**src/rtl/regfile_writeback.sv**
```systemverilog
// Register-file write driver: in-order queue of ALU/load results, one write per cycle (commit 1 edge after accept); ready drops on full, ALU yields to load.
// Optional youngest-pending read forwarding is built only when WB_FWD_EN is defined.
module regfile_writeback #(
  parameter int DEPTH = 4,
  parameter int DW    = 16,
  parameter int AW    = 3
) (
  input  logic                       clk,
  input  logic                       rst_n,
  input  logic                       alu_valid,
  output logic                       alu_ready,
  input  logic [AW-1:0]              alu_rd,
  input  logic [DW-1:0]              alu_data,
  input  logic                       mem_valid,
  output logic                       mem_ready,
  input  logic [AW-1:0]              mem_rd,
  input  logic [DW-1:0]              mem_data,
  output logic                       write_en,
  output logic [AW-1:0]              wreg,
  output logic [DW-1:0]              writedata,
  input  logic [AW-1:0]              rega,
  input  logic [AW-1:0]              regb,
  output logic                       fwd1_hit,
  output logic [DW-1:0]              fwd1_data,
  output logic                       fwd2_hit,
  output logic [DW-1:0]              fwd2_data,
  output logic [$clog2(DEPTH+1)-1:0] count,
  output logic                       empty
);

  localparam int PW = $clog2(DEPTH);
  localparam int CW = $clog2(DEPTH+1);

  typedef struct packed {
    logic [AW-1:0] rd;
    logic [DW-1:0] data;
  } wb_entry_t;

  wb_entry_t     ent_q [DEPTH];
  wb_entry_t     ent_d [DEPTH];
  logic [PW-1:0] head_q, head_d;
  logic [PW-1:0] tail_q, tail_d;
  logic [CW-1:0] count_q, count_d;

  logic          push_mem, push_alu, pop;
  logic [PW-1:0] alu_slot;
  logic [CW:0]   occ_alu;

  // A pending load consumes a slot before the ALU is considered, so loads win when space is short.
  assign occ_alu   = {1'b0, count_q} + (CW+1)'(mem_valid);
  assign mem_ready = rst_n && (count_q < CW'(DEPTH));
  assign alu_ready = rst_n && (occ_alu < (CW+1)'(DEPTH));

  assign push_mem  = mem_valid && mem_ready;
  assign push_alu  = alu_valid && alu_ready;
  assign pop       = (count_q != '0);
  assign alu_slot  = tail_q + PW'(push_mem);

  always_comb begin
    ent_d   = ent_q;
    head_d  = head_q + PW'(pop);
    tail_d  = tail_q + PW'(push_mem) + PW'(push_alu);
    count_d = count_q + CW'(push_mem) + CW'(push_alu) - CW'(pop);
    if (push_mem) ent_d[tail_q]   = '{rd: mem_rd, data: mem_data};
    if (push_alu) ent_d[alu_slot] = '{rd: alu_rd, data: alu_data};
  end

  always_ff @(posedge clk or negedge rst_n) begin
    if (!rst_n) begin
      ent_q   <= '{default: '0};
      head_q  <= '0;
      tail_q  <= '0;
      count_q <= '0;
    end else begin
      ent_q   <= ent_d;
      head_q  <= head_d;
      tail_q  <= tail_d;
      count_q <= count_d;
    end
  end

  assign count     = count_q;
  assign empty     = (count_q == '0);
  assign write_en  = !empty;
  assign wreg      = write_en ? ent_q[head_q].rd   : '0;
  assign writedata = write_en ? ent_q[head_q].data : '0;

`ifdef WB_FWD_EN
  logic [PW-1:0] fwd_idx;

  // Scan oldest to youngest so the last match seen is the youngest pending value.
  always_comb begin
    fwd1_hit  = 1'b0;
    fwd1_data = '0;
    fwd2_hit  = 1'b0;
    fwd2_data = '0;
    fwd_idx   = '0;
    for (int i = 0; i < DEPTH; i++) begin
      fwd_idx = head_q + PW'(i);
      if (CW'(i) < count_q) begin
        if (ent_q[fwd_idx].rd == rega) begin
          fwd1_hit  = 1'b1;
          fwd1_data = ent_q[fwd_idx].data;
        end
        if (ent_q[fwd_idx].rd == regb) begin
          fwd2_hit  = 1'b1;
          fwd2_data = ent_q[fwd_idx].data;
        end
      end
    end
  end
`else
  logic unused_fwd_addr;

  assign unused_fwd_addr = ^{rega, regb};
  assign fwd1_hit  = 1'b0;
  assign fwd1_data = '0;
  assign fwd2_hit  = 1'b0;
  assign fwd2_data = '0;
`endif

endmodule

```
**config.mk**
```make
export PLATFORM = sky130hd
export DESIGN_NAME = regfile_writeback
export DESIGN_NICKNAME = d
export VERILOG_FILES = /design/src/rtl/regfile_writeback.sv
export SDC_FILE = /design/constraint.sdc
export NUM_CORES = 1
export LEC_CHECK = 0
export ABC_AREA = 1
export CAP_MARGIN = 0
export CORE_MARGIN = 8
export CORE_UTILIZATION = 58
export CTS_BUF_LIST = sky130_fd_sc_hd__clkbuf_16
export DETAILED_ROUTE_END_ITERATION = 8
export DONT_BUFFER_PORTS = 1
export PLACE_DENSITY_LB_ADDON = 0.05
export SETUP_SLACK_MARGIN = 0.02
export SYNTH_ARGS = -nofsm -noshare
export SYNTH_HDL_FRONTEND = slang
export SYNTH_SLANG_ARGS = --single-unit
export TNS_END_PERCENT = 10
```
**constraint.sdc**
```tcl
create_clock -name clk -period 2.2 [get_ports clk]
set_input_delay 0.66 -clock clk [delete_from_list [all_inputs] [get_ports clk]]
set_output_delay 0.66 -clock clk [all_outputs]
set_load 0.02 [all_outputs]
```
# Word level (Yosys, flattened, before mapping)
# Index checks and enable logic that the tools add are counted.
# word_totals
register_bits	83
input_bits	48
output_inout_bits	60
elab_cells	50
# op_classes
add_sub_neg	7
order_cmp	7
mux	13
n_bitwise	3
reduce_logical	9
# ops
op	n
76-bit bitwise mux	2
76-bit 2-to-1 mux	2
19-bit demux with 2-bit select	2
19-bit 2-to-1 mux	4
19-bit binary-select mux with 2-bit select	1
16-bit 2-to-1 mux	1
3-bit greater-or-equal comparator, second input constant	3
2-bit NOT with 3-bit output	3
2-bit by 1-bit adder with 2-bit output	3
3-bit by 1-bit adder with 3-bit output	2
1-bit logical AND	6
3-bit by 1-bit < comparator with 1-bit output, second input constant	2
3-bit by 1-bit adder with 4-bit output	1
4-bit by 3-bit < comparator with 1-bit output, second input constant	1
3-bit logical NOT	1
3-bit < comparator, second input constant	1
3-bit 2-to-1 mux	1
3-bit nonzero test	1
3-bit by 1-bit subtractor with 3-bit output	1
1-bit logical NOT	1

# Depth between registers and ports, before layout
# Gate-level depths: netlist of the first run.
# depth
depth_word	11
ltp_mapped	14
mapped_depth_nobuf	12

# Worst setup path before layout of the first run
# No wires, ideal clock.
# synth_timing
path_kind	register to register
from	register count_q[2] (netlist: count[2])
to	register count_q[1] (netlist: count[1])
setup_ns	0.135
t_arrival_ns	2.645
required_ns	2.065
path_slack_ns	-0.580
stages_incl_launch_ff	8
path_buffers	1
period_less_slack_ns	2.780
path_cell_list	dfrtp_1 -> nor3_1 -> clkbuf_1 -> inv_1 -> ha_1 -> fa_1 -> inv_1 -> fa_1
# synth_between
elab_chain_len	6
word_cells_on_any_way	11
cone_classes	add/sub: 4; order compare: 2; reduce/logical: 5
# synth_lines
element	line_no	text
from (decl)	43	logic [CW-1:0] count_q, count_d;
from (signal assigned)	78	count_q <= count_d;
3-bit by 1-bit adder with 4-bit output / 3-bit < comparator (equally long branches)	50, 51	
4-bit by 3-bit < comparator with 1-bit output / 1-bit logical AND (equally long branches)	52, 51	
1-bit logical AND (on tied branches)	52, 54	
1-bit logical AND / 3-bit by 1-bit adder with 3-bit output (equally long branches)	55, 63	
3-bit by 1-bit adder with 3-bit output	63	count_d = count_q + CW'(push_mem) + CW'(push_alu) - CW'(pop);
3-bit by 1-bit subtractor with 3-bit output *	63	
via count_d[1]	43	
# The timed path passes the listed nets; every way through them passes the cells marked *.

# Worst setup path after layout of the first run
# layout_timing
from	register head_q[0]
to	output writedata[2]
# layout_between
elab_chain_len	5
# layout_lines
element	line_no	text
from (decl)	41	logic [PW-1:0] head_q, head_d;
from (signal assigned)	71	head_q <= '0;
from (signal assigned)	76	head_q <= head_d;
2-bit NOT with 3-bit output (implied by the code)	86	assign writedata = write_en ? ent_q[head_q].data : '0;
19-bit binary-select mux with 2-bit select	86	
19-bit 2-to-1 mux (implied by the code)	86	
19-bit 2-to-1 mux	--	
16-bit 2-to-1 mux	86	
to (decl)	20	output logic [DW-1:0] writedata,
# Every way passes these cells. The select of a mux whose other input is x is not followed.

==> results of run 1 <==
-- registers in the layout, summed over array words and instances, names as in the netlist --
| register | cells |
|---|---|
| ent_q | 76 |
| count | 3 |
| head_q | 2 |
| tail_q | 2 |
-- what timing repair did --
action	in CTS	in global routing
pin swaps	14	21
gates cloned	4	3
buffers inserted	6	1
endpoints found under the setup margin	20	20
gates resized for setup	27	32
-- routing by layer --
layer | share of wire, % | up-vias | GRT usage [%]
met5 | 0 | - | 0
met4 | 3.3 | 0 | 12.5
met3 | 12 | 73 | 6.50
met2 | 48 | 383 | 46.8
met1 | 36 | 2638 | 34.4
li1 | - | 2604 | -
-- worst reg2reg max path, delay by kind of cell, from the launching register on --
kind / cells / cell delay, ns
fa+ha+maj: 3 / 0.96
buf+inv: 1 / 0.07
flops: 1 / 0.49
simple gates: 4 / 0.42
-- power by group through the flow --
stage	combinational, mW	clock [mW]	sequential, mW
floorplan	3.90	0	2.55
global placement	5.47	0	2.62
detailed placement	5.58	0	2.65
CTS	6.19	1.54	2.62
global route	7.23	1.59	2.72
finish	6.71	1.52	2.64
-- logic make-up after synthesis --
logic type / count (synthesis)
other: 1
XOR/XNOR: 3
buffers and inverters: 148
AO/OA/AOI/OAI: 154
AND/OR/NAND/NOR: 395
flip-flops: 83
adder cells (fa/ha/maj): 7
-- cell type report --
type / instances / area share [%]
inverter: 54 / 3.31
timing repair buffer: 73 / 12.2
multi-input combinational: 593 / 45.9
tap: 129 / 2.45
clock buffer: 9 / 3.42
clock inverter: 7 / 1.05
sequential: 83 / 31.7
-- per-stage QoR --
stage          setup WS (ns)  hold WS [ns]  util [%]
2_1_floorplan        -0.0942         0.364         -
3_3_place_gp          0.0671         0.367      63.7
3_5_place_dp          0.0191         0.367      63.7
4_1_cts               -0.111       0.00429      69.3
5_1_grt               -0.173       0.00117      71.2
6_report              -0.126       0.00766      71.2
-- worst paths after layout --
path | from | end | cells after the start
max | head_q[0] | writedata[2] | 6
min | rst_n | ent_q[14] | 0
max reg2reg | count[2] | count[1] | 8
min reg2reg | ent_q[62] | ent_q[62] | 4
max in group asynchronous | rst_n | ent_q[38] | 0
min in group clk | alu_data[5] | ent_q[62] | 2
-- placed cells by master (no fill, tap or decap), drive strengths merged, types with 5 or more instances in the layout --
cell type,count
nand2,299
o21ai,97
dfrtp,83
nand4,81
buf,70
inv,54
a21oi,40
conb,34
o211ai,17
clkbuf,12
nor2,12
clkinv,6
ha,5
==> impl_metrics.tcl, run 1 <==
set metrics [dict create \
    status "finished with violations" \
    violations "negative setup slack" \
    antenna_found_initial 0 \
    post-route-cell-area_sq_um 6580 \
    synth_edf_count 0 \
    synthXorXnorAreaFrac_pct 0.477 \
    grt_usage_pct 28.2 \
    wl_per_cell_um 19.5 \
    synth.most_common_cell "nand2_1" \
    wl_um 18500 \
    h-tree-depth 3 \
    leakage_nw 3.27 \
    power.total_mw 10.9 \
    gp_congestion 0.806 \
    worstSetupPathType "reg2out" \
    yosysWarnings 0 \
    die_w_um 113 \
    io_pins 108 \
    ys_types 26 \
    nets 869 \
    grt_setup_unrepaired "yes" \
    swShare_pct 46.4 \
    power_switching_mw 5.04 \
    rows 35 \
    fin_setup_tns_ns -1.34 \
    timing_hold_violations_final 0 \
    cp_data_arrival_time_ns 1.67 \
    vias_per_cell 6.01 \
    p_clk_share_pct 14.0 \
    reg2reg_slack_ns 0.13 \
    power.internal_mw 5.82 \
    synthArstFlopShare_pct 100 \
    initial_core_util_pct 59.6 \
    vias 5698 \
    hpwl_um 11000 \
    numCtsBuffers 9 \
    ys_seq_area_share_pct 37.7 \
    io_buffers 0 \
    synth_top_family_by_area "simple AND/OR/NAND/NOR gates" \
    muxShareOfSynthArea_pct 0 \
    netlist_area_sq_um 5510 \
    cts_tree "yes" \
    clock_skew_ns 0.00824 \
    cts-hold-fix-buffers 0 \
    grt_pass1_wl_um 28700 \
    synth_compound_area_share_pct 14.8 \
    synth_top_flop_cell "dfrtp_1" \
    drcViolationCount 0 \
    dr.pass1.iters 5 \
    grt_pass1_vias 5318 \
    timing.final.crit_share_pct 106 \
    die_area_sq_um 12900 \
    synthSimpleGateAreaFrac_pct 31.8 \
    crit_slowest_cell "dfrtp_2" \
    layout-drive-gt1-share_pct 17.1 \
    clock.fmax_ghz 0.430 \
    ctsRootBufferMaster "clkbuf_16" \
    combPwrFrac_pct 61.7 \
    path_clk_slew_ns 0.07 \
    placedCellCount 918 \
    overflow 0 \
    slew_viol_final 0 \
    relSlewSlack_pct 56.8 \
    place_area_sq_um 5880 \
    diodes 0 \
    ys_ff_latch 83 \
    cts.path.max_buffers 2 \
    ff_latch_area_sq_um 2080 \
    setup_violations 20 \
    startpoint_type "register" \
    pwr_density_cell_nw_per_um2 1650 \
    path_cells "buf_12 -> buf_16 -> nand2_1 -> o211ai_1 -> a21oi_1 -> buf_4" \
    cp_max_fo 8 \
    core-area_sq_um 9240 \
    end_kind "output pin" \
    ant_nets 0 \
    yosysTopAreaCell "dfrtp_1" \
    synth.top_cells.by_count "nand2_1, o21ai_0, dfrtp_1" \
    avgSynthCellArea_sq_um 6.96 \
    tightest_slew_ns 0.647 \
    timing.final.ws_setup_ns -0.126 \
    die_h_um 113 \
    path_delay_family "buffers and inverters" \
    clkSinkCount 83 \
    multi_input_area_sq_um 3020 \
    fin_crit_ns 2.33 \
    fin_cells 948 \
    netlist_instances 791 \
    synth_top_cell_area_share_pct 37.7 \
    drv_cap 0 \
    drt-initial-drc-count 472 \
    fillCellCount 762 \
    synth_fa_ha_area_share_pct 1.86 \
    path_buf_inv 3 \
    max_stage_delay_ns 0.43 \
    grt_max_degree 87 \
    p_seq_share_pct 24.3 \
    synth_area_leaders "dfrtp_1, nand2_1, nand4_1" \
    syn_to_final_growth_pct 19.5 \
    worst_ep_required_time_ns 1.54 \
    max-vdd-ir-drop_mv 0.839 \
    hp-class "in2async" \
    clock_latency_ns 0.35 \
]
No activity file was read; power rests on OpenSTA's default activity.
==> run 2, diff against run 1 <==
--- a/config.mk
+++ b/config.mk
@@ -7,9 +7,7 @@
 export LEC_CHECK = 0
 export ABC_AREA = 1
 export CAP_MARGIN = 0
-export CORE_MARGIN = 8
 export CORE_UTILIZATION = 58
-export CTS_BUF_LIST = sky130_fd_sc_hd__clkbuf_16
 export DETAILED_ROUTE_END_ITERATION = 8
 export DONT_BUFFER_PORTS = 1
 export PLACE_DENSITY_LB_ADDON = 0.05
==> run 2 against run 1 <==
The run ends with negative hold slack, negative setup slack left. Power down 4.2%. Combinational power about the same. Final cell count down 2.6%. Die area down 23%. Critical path type unchanged. Largest cell class unchanged. Highest routed layer unchanged.
==> impl_metrics.tcl, run 2 (same netlist as run 1, synthesis figures left out) <==
set metrics [dict create \
    status "finished with violations" \
    violations "negative hold slack, negative setup slack" \
    clkSinkCount 83 \
    syn_to_final_growth_pct 17.0 \
    numCtsBuffers 9 \
    nets 862 \
    largest_reg_flops 76 \
    ant_nets 0 \
    hpwl_um 10300 \
    initial_core_util_pct 59.9 \
    path_cells "buf_12 -> buf_12 -> buf_16 -> o211ai_1 -> a21oi_1 -> buf_4" \
    regMostFlops "ent_q" \
    drt-initial-drc-count 372 \
    clock_skew_ns 0.0156 \
    timing_hold_violations_final 13 \
    grt_usage_pct 36.7 \
    place_area_sq_um 5870 \
    timing.final.ws_setup_ns -0.163 \
    crit_top_cell "buf_12" \
    core-area_sq_um 9200 \
    overflow 0 \
    diodes 0 \
    final_cell_mix "nand2_1, dfrtp_1, nand4_1" \
    crit_slowest_cell "dfrtp_2" \
    io_pins 108 \
    timing.final.crit_share_pct 107 \
    vias 5576 \
    drv_cap 0 \
    setup_violations 20 \
    hp-class "in2async" \
    clock_latency_ns 0.35 \
    grt_pass1_wl_um 27900 \
    die_w_um 99.4 \
    worstSetupPathType "reg2out" \
    layout-drive-gt1-share_pct 18.0 \
    ctsRootBufferMaster "clkbuf_8" \
    startpoint_type "register" \
    slew_viol_final 0 \
    path_clk_slew_ns 0.09 \
    antenna_found_initial 0 \
    grt_pass1_vias 5324 \
    cts.path.max_buffers 2 \
    die_area_sq_um 9890 \
    vias_per_cell 6.04 \
    fin_crit_ns 2.36 \
    leakage_nw 3.19 \
    wl_um 17600 \
    clock.fmax_ghz 0.423 \
    drcViolationCount 0 \
    max-vdd-ir-drop_mv 0.950 \
    rows 35 \
    cp_data_arrival_time_ns 1.70 \
    grt_setup_unrepaired "yes" \
    max_stage_delay_ns 0.44 \
    post-route-cell-area_sq_um 6440 \
    power.total_mw 10.4 \
    grt_max_degree 87 \
    cts_tree "yes" \
    pwr_density_cell_nw_per_um2 1620 \
    final_common_cell "nand2_1" \
    hold_slack_ns -0.0119 \
    h-tree-depth 3 \
    io_buffers 0 \
    wl_per_cell_um 19.0 \
    dr.pass1.iters 5 \
    worst_ep_required_time_ns 1.54 \
    end_kind "output pin" \
    cp_max_fo 12 \
    die_h_um 99.4 \
    gp_congestion 0.864 \
]
-- run 2: changes by cell type in the layout (fill, tap and decap cells not counted), moves of 5 or more --
cell,change
a21oi_1,-5
buf_12,+7
clkbuf_16,-12
clkbuf_8,+11
buf_4,-9
a21oi_2,+6
nand2_1,-5
-- run 2: final timing paths --
check                      slack [ns]  depth (start not counted)      start      endpoint
hold reg to reg                  0.59                          4  ent_q[26]     ent_q[26]
min in group clk                 0.45                          2  alu_rd[2]     ent_q[37]
setup reg to reg                 0.12                          6   count[2]      count[1]
hold / removal                  -0.01                          0      rst_n     head_q[1]
setup / recovery                -0.16                          6  head_q[0]  writedata[2]
max in group asynchronous        2.06                          0      rst_n      ent_q[6]
-- run 2: what timing repair did --
item / 4_1_cts / 5_1_grt
gates resized for setup: 45 / 32
pin swaps: 33 / 24
buffers inserted: 8 / 1
gates cloned: 5 / 0
hold endpoints to repair: 75 / 78
setup endpoints to repair: 20 / 28
-- run 2: area by class of cell --
class                      instances  area, sq um
inverter                          54          218
tap                              111          139
fill                             771         2750
sequential                        83         2080
clock buffer                      12          155
timing repair buffer              66          753
clock inverter                     4         25.0
multi-input combinational        593         3070
-- run 2: critical path: cells and delay by family, from the launching register on --
family          cells  cell delay, ns
buf+inv             4            0.60
flops               1            0.44
compound gates      2            0.30
-- run 2: power by group --
part	internal (mW)	leakage, nW	switching [mW]	total (mW)
logic	2.67	2.08	4.07	6.74
clock network	0.470	0.0884	0.584	1.05
registers	2.25	1.02	0.357	2.61
-- run 2: per-layer routing --
metal,vias up,wire length [um],track usage [%]
met4,0,412,13.6
met2,290,8530,61.8
met1,2656,6960,47.3
li1,2590,-,-
met5,-,0,0
met3,40,1660,6.89
-- run 2: through the flow --
stage	cells	hold slack, ns	TNS [ns]	setup WS [ns]	utilization (%)
after floorplan	824	0.364	-0.271	-0.0942	-
after global placement	895	0.366	0	0.0247	63.9
after detailed placement	895	0.366	-0.135	-0.0448	63.9
after CTS	924	-0.0148	-2.19	-0.144	69.5
after global routing	923	-0.0262	-2.80	-0.212	70.1
final	923	-0.0119	-1.65	-0.163	70.1
==> run 3, diff against run 2 <==
--- a/config.mk
+++ b/config.mk
@@ -7,9 +7,8 @@
 export LEC_CHECK = 0
 export ABC_AREA = 1
 export CAP_MARGIN = 0
-export CORE_UTILIZATION = 58
+export CORE_UTILIZATION = 48
 export DETAILED_ROUTE_END_ITERATION = 8
-export DONT_BUFFER_PORTS = 1
 export PLACE_DENSITY_LB_ADDON = 0.05
 export SETUP_SLACK_MARGIN = 0.02
 export SYNTH_ARGS = -nofsm -noshare
==> run 3 against run 2 <==
The run ends with negative setup slack left. Worst setup slack gained 0.030 ns. Clock power grew 41%. Register-to-register slack worse by 0.03 ns. First-iteration DRC count up 63%. Worst hold slack better by 0.37 ns. Die area grew 20%. Non-clock buffer count up 62. Clock skew down 0.0074 ns. Sequential share of layout area decreased by 2.9 points. Power rose by 3.0%. Critical endpoint is now writedata[15]. Largest cell class unchanged.
==> impl_metrics.tcl, run 3 (same netlist as run 1, synthesis figures left out) <==
set metrics [dict create \
    end_kind "output pin" \
    ant_nets 0 \
    place_area_sq_um 6600 \
    hp-class "in2async" \
    wl_per_cell_um 17.9 \
    die_h_um 109 \
    path_clk_slew_ns 0.07 \
    clock_skew_ns 0.00815 \
    dr.pass1.iters 5 \
    cts-hold-fix-buffers 0 \
    io_pins 108 \
    timing.final.ws_setup_ns -0.133 \
    clock.fmax_ghz 0.429 \
    final_util_pct 64.4 \
    max-vdd-ir-drop_mv 0.959 \
    ctsRootBufferMaster "clkbuf_16" \
    numCtsBuffers 9 \
    overflow 0 \
    grt_setup_unrepaired "yes" \
    vias 5797 \
    cp_data_arrival_time_ns 1.67 \
    clock_latency_ns 0.35 \
    grt_usage_pct 31.2 \
    setup_violations 18 \
    antenna_found_initial 0 \
    worst_ep_required_time_ns 1.54 \
    post-route-cell-area_sq_um 7080 \
    relSlewSlack_pct 34.2 \
    fin_cells 1013 \
    fin_crit_ns 2.33 \
    nets 924 \
    final_cell_mix "nand2_1, dfrtp_1, nand4_1" \
    rows 38 \
    status "finished with violations" \
    io_buffers 67 \
    cts.path.max_buffers 2 \
    drt-initial-drc-count 608 \
    clkSinkCount 83 \
    cp_max_fo 19 \
    fin_setup_tns_ns -1.09 \
    place_ws_ns -0.611 \
    grt_max_degree 81 \
    layout-drive-gt1-share_pct 17.2 \
    worstSetupPathType "reg2out" \
    largest_reg_flops 76 \
    cts_tree "yes" \
    leakage_nw 3.49 \
    vias_per_cell 5.72 \
    violations "negative setup slack" \
    multi_input_area_sq_um 3030 \
    pwr_density_cell_nw_per_um2 1510 \
    core-area_sq_um 11000 \
    grt_pass1_vias 5456 \
    wl_um 18100 \
    startpoint_type "register" \
    fillCellCount 999 \
    final_common_cell "nand2_1" \
    regMostFlops "ent_q" \
    initial_core_util_pct 50.1 \
    drv_cap 0 \
    timing.final.crit_share_pct 106 \
    drcViolationCount 0 \
    ff_latch_area_sq_um 2080 \
    syn_to_final_growth_pct 28.5 \
    h-tree-depth 3 \
    timing_hold_violations_final 0 \
    diodes 0 \
    hpwl_um 11100 \
    grt_pass1_wl_um 28100 \
    die_w_um 109 \
    slew_viol_final 0 \
    tightest_slew_ns 0.986 \
    hold_slack_ns 0.356 \
    placedCellCount 992 \
    power.total_mw 10.7 \
    die_area_sq_um 11900 \
    gp_congestion 0.834 \
]
## run 3: final timing paths
check,from,endpoint,slack (ns),cells past startpoint
max reg2reg,count[2],count[1],0.09,7
min reg2reg,ent_q[68],ent_q[68],0.59,4
min,rst_n,ent_q[3],0.36,2
max in group asynchronous,rst_n,head_q[1],0.85,2
min in group clk,ent_q[68],ent_q[68],0.59,4
max,head_q[0],writedata[15],-0.13,6
## run 3: worst max-delay path, stage by stage, from the launching register on
cell	delay, ns
dfrtp_2	0.43
buf_4	0.16
buf_12	0.15
a21oi_2	0.12
o21ai_0	0.09
a21oi_1	0.20
buf_4	0.17
## run 3: final cells by class
cell class | count | area share [%]
multi-input cells | 593 | 42.8
clock buffers | 13 | 3.82
flip-flops and latches | 83 | 29.4
repair buffers | 128 | 18.2
clock inverters | 2 | 0.141
inverters | 54 | 3.08
well taps | 140 | 2.48
## run 3: report_power, final
group | switching (mW) | internal, mW | total (mW)
logic | 4.02 | 2.60 | 6.62
registers | 0.354 | 2.26 | 2.61
clock network | 0.632 | 0.849 | 1.48
total | 5.00 | 5.71 | 10.7
## run 3: timing repair
item                                    CTS  global route
pin swaps                                18            14
endpoints found under the setup margin  102            24
cloned                                    2             1
buffers inserted                          3             0
gates resized for setup                 142            28
## run 3: metal layers
layer / GRT usage [%] / wire length [um]
met1: 41.8 / 7760
met2: 52.5 / 8690
met5: 0 / 0
met3: 3.23 / 1340
met4: 10.5 / 345
